## src/rtl/forward_select_unit.sv

```systemverilog
// EX-stage operand forwarding select and load-use stall generator.
// Tracks destination registers of EX/MEM/WB and registers selects for the instruction entering EX.
module forward_select_unit #(
  parameter int REG_AW = 5
) (
  input  logic              clk,
  input  logic              reset_n,
  input  logic              id_valid,
  input  logic [REG_AW-1:0] id_rs1,
  input  logic [REG_AW-1:0] id_rs2,
  input  logic [REG_AW-1:0] id_rd,
  input  logic              id_reg_write,
  input  logic              id_mem_read,
  input  logic              flush,
  output logic [1:0]        fwd_sel_a,
  output logic [1:0]        fwd_sel_b,
  output logic              stall,
  output logic              ex_valid
);

  localparam logic [1:0] SEL_RF  = 2'b00;
  localparam logic [1:0] SEL_MEM = 2'b01;
  localparam logic [1:0] SEL_WB  = 2'b10;

  logic              ex_valid_q, ex_rw_q, ex_mr_q;
  logic [REG_AW-1:0] ex_rs1_q, ex_rs2_q, ex_rd_q;
  logic              mem_valid_q, mem_rw_q;
  logic [REG_AW-1:0] mem_rd_q;
  logic              wb_valid_q, wb_rw_q;
  logic [REG_AW-1:0] wb_rd_q;
  logic [1:0]        sel_a_q, sel_b_q, sel_a_d, sel_b_d;
  logic              load_ex;

  // EX/MEM producers as seen by the instruction about to enter EX
  logic ex_prod, mem_prod;
  assign ex_prod  = ex_valid_q  & ex_rw_q  & (ex_rd_q  != '0);
  assign mem_prod = mem_valid_q & mem_rw_q & (mem_rd_q != '0);

  assign stall = id_valid & ex_valid_q & ex_mr_q & (ex_rd_q != '0) &
                 ((ex_rd_q == id_rs1) | (ex_rd_q == id_rs2));

  assign load_ex = id_valid & ~stall & ~flush;

  function automatic logic [1:0] pick(input logic [REG_AW-1:0] src);
    if (ex_prod && ex_rd_q == src)        return SEL_MEM;
    else if (mem_prod && mem_rd_q == src) return SEL_WB;
    else                                  return SEL_RF;
  endfunction

  always_comb begin
    sel_a_d = SEL_RF;
    sel_b_d = SEL_RF;
    if (load_ex) begin
      sel_a_d = pick(id_rs1);
      sel_b_d = pick(id_rs2);
    end
  end

  always_ff @(posedge clk or negedge reset_n) begin
    if (!reset_n) begin
      ex_valid_q  <= 1'b0;
      ex_rw_q     <= 1'b0;
      ex_mr_q     <= 1'b0;
      ex_rs1_q    <= '0;
      ex_rs2_q    <= '0;
      ex_rd_q     <= '0;
      mem_valid_q <= 1'b0;
      mem_rw_q    <= 1'b0;
      mem_rd_q    <= '0;
      wb_valid_q  <= 1'b0;
      wb_rw_q     <= 1'b0;
      wb_rd_q     <= '0;
      sel_a_q     <= SEL_RF;
      sel_b_q     <= SEL_RF;
    end else begin
      wb_valid_q  <= mem_valid_q;
      wb_rw_q     <= mem_rw_q;
      wb_rd_q     <= mem_rd_q;
      mem_valid_q <= ex_valid_q;
      mem_rw_q    <= ex_rw_q;
      mem_rd_q    <= ex_rd_q;
      ex_valid_q  <= load_ex;
      ex_rw_q     <= load_ex & id_reg_write;
      ex_mr_q     <= load_ex & id_mem_read;
      ex_rs1_q    <= load_ex ? id_rs1 : '0;
      ex_rs2_q    <= load_ex ? id_rs2 : '0;
      ex_rd_q     <= load_ex ? id_rd  : '0;
      sel_a_q     <= sel_a_d;
      sel_b_q     <= sel_b_d;
    end
  end

  // WB and EX source fields are kept for visibility in waves; nothing downstream reads them here
  logic unused_stage_state;
  assign unused_stage_state = ^{wb_valid_q, wb_rw_q, wb_rd_q, ex_rs1_q, ex_rs2_q};

  assign fwd_sel_a = sel_a_q;
  assign fwd_sel_b = sel_b_q;
  assign ex_valid  = ex_valid_q;

endmodule
```

## config.mk

```make
export PLATFORM = sky130hd
export DESIGN_NAME = forward_select_unit
export DESIGN_NICKNAME = d
export VERILOG_FILES = /design/src/rtl/forward_select_unit.sv
export SDC_FILE = /design/constraint.sdc
export NUM_CORES = 1
export LEC_CHECK = 0
export CELL_PAD_IN_SITES_DETAIL_PLACEMENT = 1
export CELL_PAD_IN_SITES_GLOBAL_PLACEMENT = 1
export CORE_MARGIN = 10
export CORE_UTILIZATION = 34
export DETAILED_ROUTE_END_ITERATION = 10
export HOLD_SLACK_MARGIN = 0.03
export PLACE_DENSITY = 0.84
export SYNTH_ARGS = -nofsm -noshare
export SYNTH_HDL_FRONTEND = slang
export SYNTH_SLANG_ARGS = --single-unit
```

## constraint.sdc

```tcl
create_clock -name clk -period 1.6 [get_ports clk]
set_input_delay 0.32 -clock clk [delete_from_list [all_inputs] [get_ports clk]]
set_output_delay 0.32 -clock clk [all_outputs]
set_load 0.02 [all_outputs]
```

==> impl_metrics.json <==
{
  "outcome": "finished with violations",
  "violations": "negative setup slack",
  "wirelength_um": 2834,
  "ys.warnings.count": 0,
  "numPlacedInstances": 154,
  "drv_slew": 0,
  "cts_buffers": 3,
  "hold_class": "in2async",
  "vias_per_cell": 4.811,
  "n_antenna_cell": 0,
  "yosysSeqAreaShare_pct": 55.07,
  "layout_setup_ws_ns": -0.4811,
  "grt_max_degree": 20,
  "cp_max_fo": 2,
  "syn_avg_cell_area_sq_um": 10.79,
  "die_y_um": 70.39,
  "clock_latency_ns": 0.30,
  "final_layout_size_suffix_gt1_share_pct": 31.78,
  "num_vias": 765,
  "yosysTopAreaCellShare_pct": 55.07,
  "required_ns": 1.28,
  "synth_flop_cell": "dfrtp_1",
  "ios": 27,
  "power_density_nw_per_um2": 671.2,
  "synth_cells": 80,
  "initial_core_util_pct": 35.17,
  "period_needed_ns": 2.081,
  "clock.fmax_mhz": 480.5,
  "fin_area_sq_um": 1433,
  "dp_hpwl_um": 2128,
  "synth_nets": 101,
  "worstPathArrival_ns": 1.76,
  "grt_first_pass_wirelength_um": 4526,
  "die_area_sq_um": 4955,
  "max-vdd-ir-drop_mv": 0.6185,
  "cts_num_sinks": 19,
  "p_leak_nw": 0.6884,
  "dp_slack_ns": -0.9722,
  "maxCapViolations": 0,
  "routedWlPerCell_um": 17.82,
  "num_rows": 18,
  "path_class": "in2out",
  "synthArstFlopShare_pct": 100.0,
  "synth_cell_types": 18,
  "drtIter0Drc": 16,
  "fin_skew_ns": 0.006752,
  "synth-edff-count": 0,
  "root_buffer": "clkbuf_4",
  "endpoint_kind": "output pin",
  "firstDrtPassIters": 2,
  "p_total_uw": 961.6,
  "worstMarginPinSlew_ns": 0.3376,
  "antenna_found_initial": 0,
  "clkTransAtPathRegs_ns": 0.11,
  "r2r-start": "ex_rd_q[1]",
  "setup_tns_ns": -0.4811,
  "rrSetupSlack_ns": 0.05,
  "placed_area_sq_um": 1299,
  "gp_congestion": 0.8040,
  "fin_cells": 159,
  "die_w_um": 70.39,
  "cts_tree": "built",
  "ant_nets": 0,
  "fin_crit_sh_pct": 130.1,
  "grtUsageTotal_pct": 11.26,
  "reg2reg_depth": 6,
  "cts_hold_buf": 0,
  "synth.top_cells.by_area": "dfrtp_1 55%, xor2_1 11%, xnor2_1 9.1%",
  "htreeDepth": 1,
  "start_kind": "input pin",
  "r2r_end": "ex_rd_q[3]",
  "maxSlewHeadroom_pct": 77.33,
  "hold_violations": 0,
  "nNetsFinal": 151,
  "synth_area_sq_um": 863.3,
  "clk_path_buf_depth": 2,
  "grt_setup_unrepaired": "true",
  "core_sq_um": 2455,
  "grt_pass1_vias": 908,
  "port_buffers": 26,
  "fillers": 273,
  "grt_overflow_total": 0,
  "synth-seq-cells": 19,
  "syn_to_final_growth_pct": 65.94,
  "synth_top_area_cell": "dfrtp_1",
  "setup_violations": 1,
  "drc": 0
}
-- power by group --
part / switching [mW] / leakage (nW) / internal (mW)
Sequential: 0.0195 / 0.254 / 0.495
Clock: 0.153 / 0.0150 / 0.0972
Combinational: 0.0833 / 0.420 / 0.113
Total: 0.256 / 0.688 / 0.706
-- registers in the layout, summed over array words and instances, names as in the netlist --
signal / cells
mem_valid_q: 1
mem_rd_q: 5
mem_rw_q: 1
ex_valid: 1
ex_rw_q: 1
ex_mr_q: 1
ex_rd_q: 5
fwd_sel_b: 2
fwd_sel_a: 2
-- what timing repair did --
| item | CTS | global route |
|---|---|---|
| setup endpoints to repair | 5 | 15 |
| gates resized for setup | 13 | 17 |
| cloned | 0 | 0 |
| pin swaps | 8 | 14 |
| buffers inserted | 3 | 4 |
-- kinds of logic after synthesis --
logic type	count (synthesis)	share of synthesized area [%]
xor+xnor	20	20.29
simple gates	35	19.28
flops	19	55.07
buf+inv	2	1.449
compound gates	4	3.912
-- per-layer routing --
metal  GRT usage (%)  up-vias  routed length (um)
met5               0        -                   0
met4           3.509        0                  51
met3           3.249        6                 122
met2           20.16       18                1584
met1           12.31      377                1075
li1                -      364                   -
-- how the worst max path moves through the flow --
stage                from     to  slack, ns  cells after the start
2_1_floorplan  ex_rd_q[3]  stall       0.01                      5
3_3_place_gp    id_rs1[3]  stall      -0.93                      7
3_5_place_dp    id_rs2[3]  stall      -0.97                      7
4_1_cts        ex_rd_q[1]  stall      -0.46                      6
5_1_grt        ex_rd_q[1]  stall      -0.55                      6
6_report        id_rs1[4]  stall      -0.48                      7
-- critical path: stages --
cell and delay [ns]:
clkdlybuf4s50_1 0.43, xor2_1 0.18, nor3_1 0.18, nand3_1 0.16, a21oi_2 0.22, and2_4 0.17, buf_6 0.11
-- stage by stage --
stage                     hold WS [ns]  util (%)
after floorplan                0.02441         -
after global placement          0.3612     52.91
after detailed placement        0.3648     52.91
after CTS                       0.3536     54.89
after global routing            0.3655     58.36
final                           0.3362     58.36
-- area by class of cell --
cell class	count	area (sq um)	share of cell area, %
sequential	19	478.0	33.36
multi-input combinational	59	465.4	32.49
timing repair buffer	47	425.4	29.69
tap	30	37.54	2.620
clock buffer	4	26.28	1.834
-- Yosys cell counts (3+ instances only) --
master	instances
xor2_1	11
nor3_1	5
nand2_1	8
dfrtp_1	19
nor4_1	3
nand3_1	5
xnor2_1	9
nor2_1	10
-- placed cells by master (no fill, tap or decap), types with 2 or more instances in the layout --
cell	synthesis	final
dfrtp_1	19	17
nand2_1	8	8
xnor2_1	9	8
nor3_1	5	2
buf_4	1	21
nor2_1	10	10
dlygate4sd2_1	0	3
clkdlybuf4s50_1	0	18
xor2_1	11	10
nor3_2	0	3
nand3_1	5	4
dfrtp_2	0	2
dlymetal6s2s_1	0	4
clkbuf_4	0	3
(Power assumes the default switching activity.)
